==> src/rtl/battleship_pkg.sv <==
// Shared board definitions: cell codes, board size, error codes and the
// placement sequencer state encoding.
package battleship_pkg;

  localparam int unsigned BOARD_DIM = 10;

  // Cell codes stored in the board RAM
  localparam logic [1:0] EMPTY = 2'd0;
  localparam logic [1:0] MISS  = 2'd1;
  localparam logic [1:0] HIT   = 2'd2;
  localparam logic [1:0] SHIP  = 2'd3;

  // err_code values
  localparam logic [1:0] ERR_NONE    = 2'b00;
  localparam logic [1:0] ERR_BOUNDS  = 2'b01;
  localparam logic [1:0] ERR_OVERLAP = 2'b10;

  typedef enum logic [2:0] {
    StIdle,
    StBounds,
    StScan,
    StScanLast,
    StWrite,
    StDone,
    StError
  } state_e;

endpackage

==> src/rtl/ship_placer_if.sv <==
// Request/status and board-RAM port A bundle for ship_placer.
// The undo request only exists when SHIP_PLACER_UNDO_EN is defined.
interface ship_placer_if;

  logic       start;
  logic [7:0] cursor;
  logic       orient;
  logic [2:0] ship_len;
`ifdef SHIP_PLACER_UNDO_EN
  logic       undo;
`endif
  logic       busy;
  logic       done;
  logic       err;
  logic [1:0] err_code;
  logic [9:0] ram_addr;
  logic       ram_we;
  logic [1:0] ram_wdata;
  logic [1:0] ram_rdata;

`ifdef SHIP_PLACER_UNDO_EN
  modport master (
    output start, cursor, orient, ship_len, undo, ram_rdata,
    input  busy, done, err, err_code, ram_addr, ram_we, ram_wdata
  );
  modport slave (
    input  start, cursor, orient, ship_len, undo, ram_rdata,
    output busy, done, err, err_code, ram_addr, ram_we, ram_wdata
  );
`else
  modport master (
    output start, cursor, orient, ship_len, ram_rdata,
    input  busy, done, err, err_code, ram_addr, ram_we, ram_wdata
  );
  modport slave (
    input  start, cursor, orient, ship_len, ram_rdata,
    output busy, done, err, err_code, ram_addr, ram_we, ram_wdata
  );
`endif

endinterface

==> src/rtl/cell_addr_gen.sv <==
// Combinational board address of ship cell idx_i, counted from the bow
// cell along the given orientation.
module cell_addr_gen (
  input  logic [7:0] cursor_i,
  input  logic       orient_i,
  input  logic [2:0] idx_i,
  output logic [9:0] addr_o
);

  logic [3:0] x, y;

  // Step x for horizontal ships, y for vertical ones
  always_comb begin
    x      = cursor_i[7:4] + (orient_i ? 4'd0 : {1'b0, idx_i});
    y      = cursor_i[3:0] + (orient_i ? {1'b0, idx_i} : 4'd0);
    addr_o = {2'b00, x, y};
  end

endmodule

==> src/rtl/ship_placer.sv <==
// Places one ship into the board RAM through port A: bounds check, occupancy
// scan, then SHIP writes. All outputs are registered from next-state values.
// Optional feature macro: SHIP_PLACER_UNDO_EN (undo of the last placement).
module ship_placer import battleship_pkg::*; #(
  parameter int unsigned BOARD_DIM = battleship_pkg::BOARD_DIM,
  parameter int unsigned MIN_LEN   = 2,
  parameter int unsigned MAX_LEN   = 5
) (
  input  logic           clk,
  input  logic           rst,
  ship_placer_if.slave   bus
);

  localparam logic [4:0] DimW    = 5'(BOARD_DIM);
  localparam logic [2:0] MinLenW = 3'(MIN_LEN);
  localparam logic [2:0] MaxLenW = 3'(MAX_LEN);

  state_e     state_q, state_d;
  logic [2:0] idx_q, idx_d;
  logic       overlap_q, overlap_d;
  logic [7:0] cursor_q, cursor_d;
  logic       orient_q, orient_d;
  logic [2:0] len_q, len_d;
  logic [9:0] addr_q, addr_d;
  logic       we_q, we_d;
  logic [1:0] wdata_q, wdata_d;
  logic       busy_q, busy_d;
  logic       done_q, done_d;
  logic       err_q, err_d;
  logic [1:0] err_code_q, err_code_d;
`ifdef SHIP_PLACER_UNDO_EN
  logic       undo_q, undo_d;
  logic [7:0] last_cursor_q, last_cursor_d;
  logic       last_orient_q, last_orient_d;
  logic [2:0] last_len_q, last_len_d;
  logic       last_valid_q, last_valid_d;
`endif

  logic [3:0] coord;
  logic [4:0] tail;
  logic       bounds_bad;
  logic [2:0] last_idx;
  logic [9:0] gen_addr;

  // Address of the cell the next cycle will touch, from next-state request
  cell_addr_gen u_addr_gen (
    .cursor_i (cursor_d),
    .orient_i (orient_d),
    .idx_i    (idx_d),
    .addr_o   (gen_addr)
  );

  // Bounds check on the latched request; tail is 5 bits wide so it cannot wrap
  always_comb begin
    coord      = orient_q ? cursor_q[3:0] : cursor_q[7:4];
    tail       = {1'b0, coord} + {2'b00, len_q} - 5'd1;
    bounds_bad = (len_q < MinLenW) || (len_q > MaxLenW) ||
                 ({1'b0, cursor_q[7:4]} >= DimW) || ({1'b0, cursor_q[3:0]} >= DimW) ||
                 (tail >= DimW);
    last_idx   = len_q - 3'd1;
  end

  // Next-state and registered-output logic
  always_comb begin
    state_d    = state_q;
    idx_d      = idx_q;
    overlap_d  = overlap_q;
    cursor_d   = cursor_q;
    orient_d   = orient_q;
    len_d      = len_q;
    err_code_d = err_code_q;
`ifdef SHIP_PLACER_UNDO_EN
    undo_d        = undo_q;
    last_cursor_d = last_cursor_q;
    last_orient_d = last_orient_q;
    last_len_d    = last_len_q;
    last_valid_d  = last_valid_q;
`endif

    unique case (state_q)
      StIdle: begin
        if (bus.start) begin
          cursor_d   = bus.cursor;
          orient_d   = bus.orient;
          len_d      = bus.ship_len;
          idx_d      = 3'd0;
          overlap_d  = 1'b0;
          err_code_d = ERR_NONE;
`ifdef SHIP_PLACER_UNDO_EN
          undo_d     = 1'b0;
`endif
          state_d    = StBounds;
        end
`ifdef SHIP_PLACER_UNDO_EN
        else if (bus.undo) begin
          if (last_valid_q) begin
            cursor_d = last_cursor_q;
            orient_d = last_orient_q;
            len_d    = last_len_q;
            idx_d    = 3'd0;
            undo_d   = 1'b1;
            state_d  = StBounds;
          end else begin
            err_code_d = ERR_BOUNDS;
            state_d    = StError;
          end
        end
`endif
      end
      StBounds: begin
        idx_d = 3'd0;
`ifdef SHIP_PLACER_UNDO_EN
        // A recorded ship was already checked; an undo skips straight to WRITE
        if (undo_q) begin
          state_d = StWrite;
        end else
`endif
        if (bounds_bad) begin
          err_code_d = ERR_BOUNDS;
          state_d    = StError;
        end else begin
          state_d = StScan;
        end
      end
      StScan: begin
        // Read data lags the address by one cycle: this is cell idx_q-1
        if (idx_q != 3'd0 && bus.ram_rdata != EMPTY) overlap_d = 1'b1;
        if (idx_q == last_idx) state_d = StScanLast;
        else                   idx_d   = idx_q + 3'd1;
      end
      StScanLast: begin
        if (overlap_q || bus.ram_rdata != EMPTY) begin
          err_code_d = ERR_OVERLAP;
          state_d    = StError;
        end else begin
          idx_d   = 3'd0;
          state_d = StWrite;
        end
      end
      StWrite: begin
        if (idx_q == last_idx) begin
          state_d = StDone;
`ifdef SHIP_PLACER_UNDO_EN
          if (undo_q) begin
            last_valid_d = 1'b0;
          end else begin
            last_cursor_d = cursor_q;
            last_orient_d = orient_q;
            last_len_d    = len_q;
            last_valid_d  = 1'b1;
          end
`endif
        end else begin
          idx_d = idx_q + 3'd1;
        end
      end
      default: state_d = StIdle;  // StDone, StError
    endcase

    we_d    = (state_d == StWrite);
`ifdef SHIP_PLACER_UNDO_EN
    wdata_d = we_d ? (undo_d ? EMPTY : SHIP) : EMPTY;
`else
    wdata_d = we_d ? SHIP : EMPTY;
`endif
    addr_d  = (state_d == StScan || state_d == StWrite) ? gen_addr : addr_q;
    busy_d  = (state_d != StIdle);
    done_d  = (state_d == StDone);
    err_d   = (state_d == StError);
  end

  // State, request and output registers
  always_ff @(posedge clk or posedge rst) begin
    if (rst) begin
      state_q    <= StIdle;
      idx_q      <= 3'd0;
      overlap_q  <= 1'b0;
      cursor_q   <= 8'd0;
      orient_q   <= 1'b0;
      len_q      <= 3'd0;
      addr_q     <= 10'd0;
      we_q       <= 1'b0;
      wdata_q    <= EMPTY;
      busy_q     <= 1'b0;
      done_q     <= 1'b0;
      err_q      <= 1'b0;
      err_code_q <= ERR_NONE;
`ifdef SHIP_PLACER_UNDO_EN
      undo_q        <= 1'b0;
      last_cursor_q <= 8'd0;
      last_orient_q <= 1'b0;
      last_len_q    <= 3'd0;
      last_valid_q  <= 1'b0;
`endif
    end else begin
      state_q    <= state_d;
      idx_q      <= idx_d;
      overlap_q  <= overlap_d;
      cursor_q   <= cursor_d;
      orient_q   <= orient_d;
      len_q      <= len_d;
      addr_q     <= addr_d;
      we_q       <= we_d;
      wdata_q    <= wdata_d;
      busy_q     <= busy_d;
      done_q     <= done_d;
      err_q      <= err_d;
      err_code_q <= err_code_d;
`ifdef SHIP_PLACER_UNDO_EN
      undo_q        <= undo_d;
      last_cursor_q <= last_cursor_d;
      last_orient_q <= last_orient_d;
      last_len_q    <= last_len_d;
      last_valid_q  <= last_valid_d;
`endif
    end
  end

  assign bus.ram_addr  = addr_q;
  assign bus.ram_we    = we_q;
  assign bus.ram_wdata = wdata_q;
  assign bus.busy      = busy_q;
  assign bus.done      = done_q;
  assign bus.err       = err_q;
  assign bus.err_code  = err_code_q;

endmodule

==> src/flat_wrapper.sv <==
// flat-port wrapper written by rule: the top's interface ports become plain ports
module ship_placer_flat import battleship_pkg::*;
#(
  parameter int unsigned BOARD_DIM = battleship_pkg::BOARD_DIM,
  parameter int unsigned MIN_LEN   = 2,
  parameter int unsigned MAX_LEN   = 5
)
  (clk, rst, bus_start, bus_cursor, bus_orient, bus_ship_len, bus_ram_rdata, bus_busy, bus_done, bus_err, bus_err_code, bus_ram_addr, bus_ram_we, bus_ram_wdata);
  ship_placer_if bus_i ();
  input  logic clk;
  input  logic rst;
  input wire logic [$bits(bus_i.start)-1:0] bus_start;
  input wire logic [$bits(bus_i.cursor)-1:0] bus_cursor;
  input wire logic [$bits(bus_i.orient)-1:0] bus_orient;
  input wire logic [$bits(bus_i.ship_len)-1:0] bus_ship_len;
  input wire logic [$bits(bus_i.ram_rdata)-1:0] bus_ram_rdata;
  output wire logic [$bits(bus_i.busy)-1:0] bus_busy;
  output wire logic [$bits(bus_i.done)-1:0] bus_done;
  output wire logic [$bits(bus_i.err)-1:0] bus_err;
  output wire logic [$bits(bus_i.err_code)-1:0] bus_err_code;
  output wire logic [$bits(bus_i.ram_addr)-1:0] bus_ram_addr;
  output wire logic [$bits(bus_i.ram_we)-1:0] bus_ram_we;
  output wire logic [$bits(bus_i.ram_wdata)-1:0] bus_ram_wdata;
  assign bus_i.start = bus_start;
  assign bus_i.cursor = bus_cursor;
  assign bus_i.orient = bus_orient;
  assign bus_i.ship_len = bus_ship_len;
  assign bus_i.ram_rdata = bus_ram_rdata;
  assign bus_busy = bus_i.busy;
  assign bus_done = bus_i.done;
  assign bus_err = bus_i.err;
  assign bus_err_code = bus_i.err_code;
  assign bus_ram_addr = bus_i.ram_addr;
  assign bus_ram_we = bus_i.ram_we;
  assign bus_ram_wdata = bus_i.ram_wdata;
  ship_placer #(.BOARD_DIM(BOARD_DIM), .MIN_LEN(MIN_LEN), .MAX_LEN(MAX_LEN)) u_core (.clk(clk), .rst(rst), .bus(bus_i));
endmodule
==> config.mk <==
export PLATFORM = sky130hd
export DESIGN_NAME = ship_placer_flat
export DESIGN_NICKNAME = d
export VERILOG_FILES = /design/src/rtl/battleship_pkg.sv /design/src/rtl/ship_placer_if.sv /design/src/rtl/cell_addr_gen.sv /design/src/rtl/ship_placer.sv /design/src/flat_wrapper.sv
export SDC_FILE = /design/constraint.sdc
export NUM_CORES = 1
export LEC_CHECK = 0
export CORE_UTILIZATION = 48
export CTS_BUF_LIST = sky130_fd_sc_hd__clkbuf_4 sky130_fd_sc_hd__clkbuf_8 sky130_fd_sc_hd__clkbuf_16
export CTS_CLUSTER_SIZE = 8
export DETAILED_ROUTE_END_ITERATION = 10
export PLACE_DENSITY = 0.85
export SETUP_SLACK_MARGIN = 0.15
export SLEW_MARGIN = 20
export SYNTH_ARGS = -nofsm -noshare
export SYNTH_HDL_FRONTEND = slang
export SYNTH_SLANG_ARGS = --single-unit
==> constraint.sdc <==
create_clock -name clk -period 3.1 [get_ports clk]
set_input_delay 0.31 -clock clk [delete_from_list [all_inputs] [get_ports clk]]
set_output_delay 0.31 -clock clk [all_outputs]
set_load 0.02 [all_outputs]
==> flow_summary.json <==
{
  "run_status": "completed",
  "cts_num_sinks": 33,
  "h-tree-depth": 2,
  "grt_pass1_vias": 1590,
  "netlist_top_cells_area": "sky130_fd_sc_hd__dfrtp_1, sky130_fd_sc_hd__ha_1, sky130_fd_sc_hd__mux2_2, sky130_fd_sc_hd__nand2_1, sky130_fd_sc_hd__inv_1",
  "totalWireLength_mm": 4.416,
  "final_net_count": 284,
  "design.portCount": 35,
  "global_router_s_overall_resource_usage": 0.2221,
  "slew_viol_final": 0,
  "fin_util": 0.6568,
  "timing.critical_path.required_ns": 3.26,
  "yosys_warnings": 0,
  "maxCapViolCount": 0,
  "grt_start_max_net_pins": 34,
  "worst-path-buf-inv": 2,
  "finClkSkew_ns": 0.002318,
  "timing.hold.worst.class": "in2async",
  "post-dp-hpwl_mm": 3.307,
  "fin_crit_sh": 0.9401,
  "holdBufCountCts": 0,
  "async_reset_ff_frac": 1.000,
  "ys_types": 44,
  "vias_per_cell": 5.292,
  "ys.flop_type": "sky130_fd_sc_hd__dfrtp_1",
  "drcViolationCount": 0,
  "die_area_um2": 4500,
  "power_per_cell_area_nw_per_um2": 1279,
  "rows": 23,
  "post_synth_edffs": 0,
  "netlist.top_cell.by_area": "sky130_fd_sc_hd__dfrtp_1",
  "irDropWorstVdd_mv": 0.6848,
  "synth_cells": 205,
  "post-route-cell-area_um2": 2646,
  "grt_antenna_before_repair": 0,
  "kind_of_cell_with_the_highest_combined_delay_on_the_critical_path": "adder cells",
  "die_height_um": 67.09,
  "routedLengthMet1_mm": 1.841,
  "drive_gt1_frac": 0.2258,
  "root_buffer": "sky130_fd_sc_hd__clkbuf_8",
  "yosysSeqAreaShare": 0.4062,
  "clock_insertion_delay_worst_skew_ns": 0.28,
  "core_region_area_um2": 4029,
  "report.final.setup_viol": 0,
  "syn-cell-area_um2": 2033,
  "topRoutingLayerUsed": "met4",
  "route.antenna.remaining_nets": 0,
  "cts.path.max_buffers": 2,
  "clk_pin_slew_ns": 0.06,
  "critical_path.endpoint_type": "register",
  "critical_path.cell_chain": "mux2i_1, ha_1, inv_2, ha_4, fa_1, or2_4, a21oi_2, o2111ai_2, a31oi_4, buf_12, mux2_2",
  "timing.critical_path.arrival_ns": 3.08,
  "regToRegSetupSlack_ns": 0.19,
  "dpl-instance-area_um2": 2437,
  "area_growth_syn_to_layout_pct": 30.15,
  "yosys_register_bits": 33,
  "cts_tree": "done",
  "floorplan.initialDensity": 0.5047,
  "worst_r2r_endpoint": "u_core.bus.ram_addr[5]",
  "synthesis.area_per_instance_um2": 9.918,
  "fillCellCount": 307,
  "timing.critical_path.fanout_max": 8,
  "crit-reg2reg-launch": "u_core.orient_q",
  "cts_buffers": 5,
  "gpl.final_weighted_congestion": 0.8562,
  "vias": 1577,
  "dr.first_iter.drc_count": 68,
  "route.met3.wl_um": 156,
  "grt_pass1_wl_mm": 7.148,
  "hold_viol_final": 0,
  "worstSetupStartpointType": "register",
  "reg2reg_depth": 11,
  "antenna_cells": 0,
  "grt_overflow": 0,
  "wl_per_cell_um": 14.82,
  "post-synth-top-area-fraction": 0.4062,
  "slowest_stage": "sky130_fd_sc_hd__fa_1",
  "crit_type": "reg2reg",
  "drtPass1Iterations": 4,
  "rsz_0062_raised_after_global_routing": "yes",
  "fin_crit_period_ns": 2.914,
  "power.static_leakage_nw": 1.262,
  "die_w_um": 67.09,
  "io_buffers": 32,
  "wl_met2_mm": 2.374,
  "max_clock_freq_mhz": 343.1,
  "max_stage_delay_ns": 0.48
}
metal layers:
metal | up-vias | global-route usage
met4 | 0 | 0.08245
met2 | 29 | 0.3825
met5 | - | 0
met1 | 766 | 0.2612
met3 | 4 | 0.05822
li1 | 778 | -
repair_timing:
| action | 4_1_cts | 5_1_grt |
|---|---|---|
| cloned | 0 | 0 |
| hold endpoints to repair | 0 | 0 |
| endpoints found under the setup margin | 8 | 8 |
| setup buffers | 3 | 3 |
| gates resized for setup | 8 | 7 |
| pin swaps | 5 | 2 |
layout by cell type, fill, tap and decap left out, types with 3 or more instances in the layout:
cell                               n
sky130_fd_sc_hd__nor2_1           11
sky130_fd_sc_hd__a21oi_1           5
sky130_fd_sc_hd__a21oi_2           4
sky130_fd_sc_hd__mux2_2           10
sky130_fd_sc_hd__xor2_1            6
sky130_fd_sc_hd__nand2b_1          4
sky130_fd_sc_hd__nor2b_1           3
sky130_fd_sc_hd__dfrtp_1          30
sky130_fd_sc_hd__ha_1             13
sky130_fd_sc_hd__o21ai_0           6
sky130_fd_sc_hd__dfrtp_2           3
sky130_fd_sc_hd__clkdlybuf4s50_1  32
sky130_fd_sc_hd__nand2_1          28
sky130_fd_sc_hd__clkbuf_8          6
sky130_fd_sc_hd__inv_2             4
sky130_fd_sc_hd__inv_1            15
sky130_fd_sc_hd__mux2i_1           5
sky130_fd_sc_hd__buf_4            12
sky130_fd_sc_hd__fa_1              3
final cells by class:
type | count | area (µm²) | area share
Tap cell | 50 | 62.56 | 0.02364
Multi-Input combinational cell | 144 | 1162 | 0.4392
Sequential cell | 33 | 829.5 | 0.3135
Inverter | 19 | 71.32 | 0.02695
Clock buffer | 7 | 90.09 | 0.03404
Timing Repair Buffer | 45 | 430.4 | 0.1626
logic make-up (layout without fill, tap and decap cells):
logic type | Yosys count | after routing | synth area share
DFF | 33 | 33 | 0.4062
muxes | 15 | 15 | 0.08000
AOI/OAI and AO/OA | 34 | 34 | 0.1206
adders and majority gates | 19 | 19 | 0.1280
xor gates and xnor gates | 9 | 9 | 0.04554
and+or+nand+nor | 65 | 65 | 0.1557
other | 1 | 2 | 0.001844
buffers and inverters | 29 | 71 | 0.06215
worst max-delay path by stage:
stage	start	endpoint	slack, ns	cells after the start
floorplan	u_core.orient_q	u_core.bus.ram_addr[0]	0.22	11
global placement	bus_ram_rdata[1]	u_core.bus.ram_addr[3]	-0.002	10
detailed placement	bus_ram_rdata[1]	u_core.bus.ram_addr[7]	-0.08	11
CTS	u_core.orient_q	u_core.bus.ram_addr[5]	0.15	11
global route	u_core.orient_q	u_core.bus.ram_addr[4]	0.09	11
finish	u_core.orient_q	u_core.bus.ram_addr[5]	0.19	11
worst register-to-register path: cells and delay by family, from the launching register on:
family	cells	cell delay [ns]
adders and majority gates	3	0.94
DFF	1	0.44
muxes	2	0.48
buffers and inverters	2	0.19
and+or+nand+nor	1	0.25
AOI/OAI and AO/OA	3	0.50
flip-flops by register name (all words and copies together), names as in the netlist:
name,flops
u_core.bus.ram_addr,8
u_core.cursor_q,8
u_core.idx_q,3
u_core.len_q,3
u_core.state_q,3
u_core.bus.err_code,2
u_core.bus.busy,1
u_core.bus.done,1
u_core.bus.err,1
u_core.bus.ram_wdata,1
u_core.orient_q,1
u_core.overlap_q,1
synth_stat cells, types with 4 or more instances:
cell type / instances
sky130_fd_sc_hd__xor2_1: 6
sky130_fd_sc_hd__buf_4: 4
sky130_fd_sc_hd__a21oi_1: 9
sky130_fd_sc_hd__mux2i_1: 5
sky130_fd_sc_hd__mux2_2: 10
sky130_fd_sc_hd__dfrtp_1: 33
sky130_fd_sc_hd__nor2_1: 13
sky130_fd_sc_hd__o21ai_0: 6
sky130_fd_sc_hd__inv_1: 19
sky130_fd_sc_hd__clkbuf_1: 4
sky130_fd_sc_hd__ha_1: 16
sky130_fd_sc_hd__nand2_1: 28
sky130_fd_sc_hd__nand2b_1: 4
report_power, final:
group | total (mW) | switching [mW] | internal, mW
registers | 0.819 | 0.183 | 0.636
clock network | 0.331 | 0.146 | 0.185
logic | 2.23 | 1.15 | 1.08
metrics by stage:
stage / power (mW) / setup WS [ns] / hold WS (ns) / cells / TNS (ns)
6_report: 3.384 / 0.1856 / 0.4159 / 298 / 0
5_1_grt: 3.650 / 0.09132 / 0.4571 / 298 / 0
4_1_cts: 3.286 / 0.1509 / 0.4273 / 295 / 0
3_5_place_dp: 2.751 / -0.07934 / 0.4939 / 285 / -0.5401
3_3_place_gp: 2.636 / -0.002243 / 0.4915 / 285 / -0.002243
2_1_floorplan: 2.180 / 0.2231 / 0.4268 / 206 / 0
Note: power is estimated with default switching activity, not from simulation.
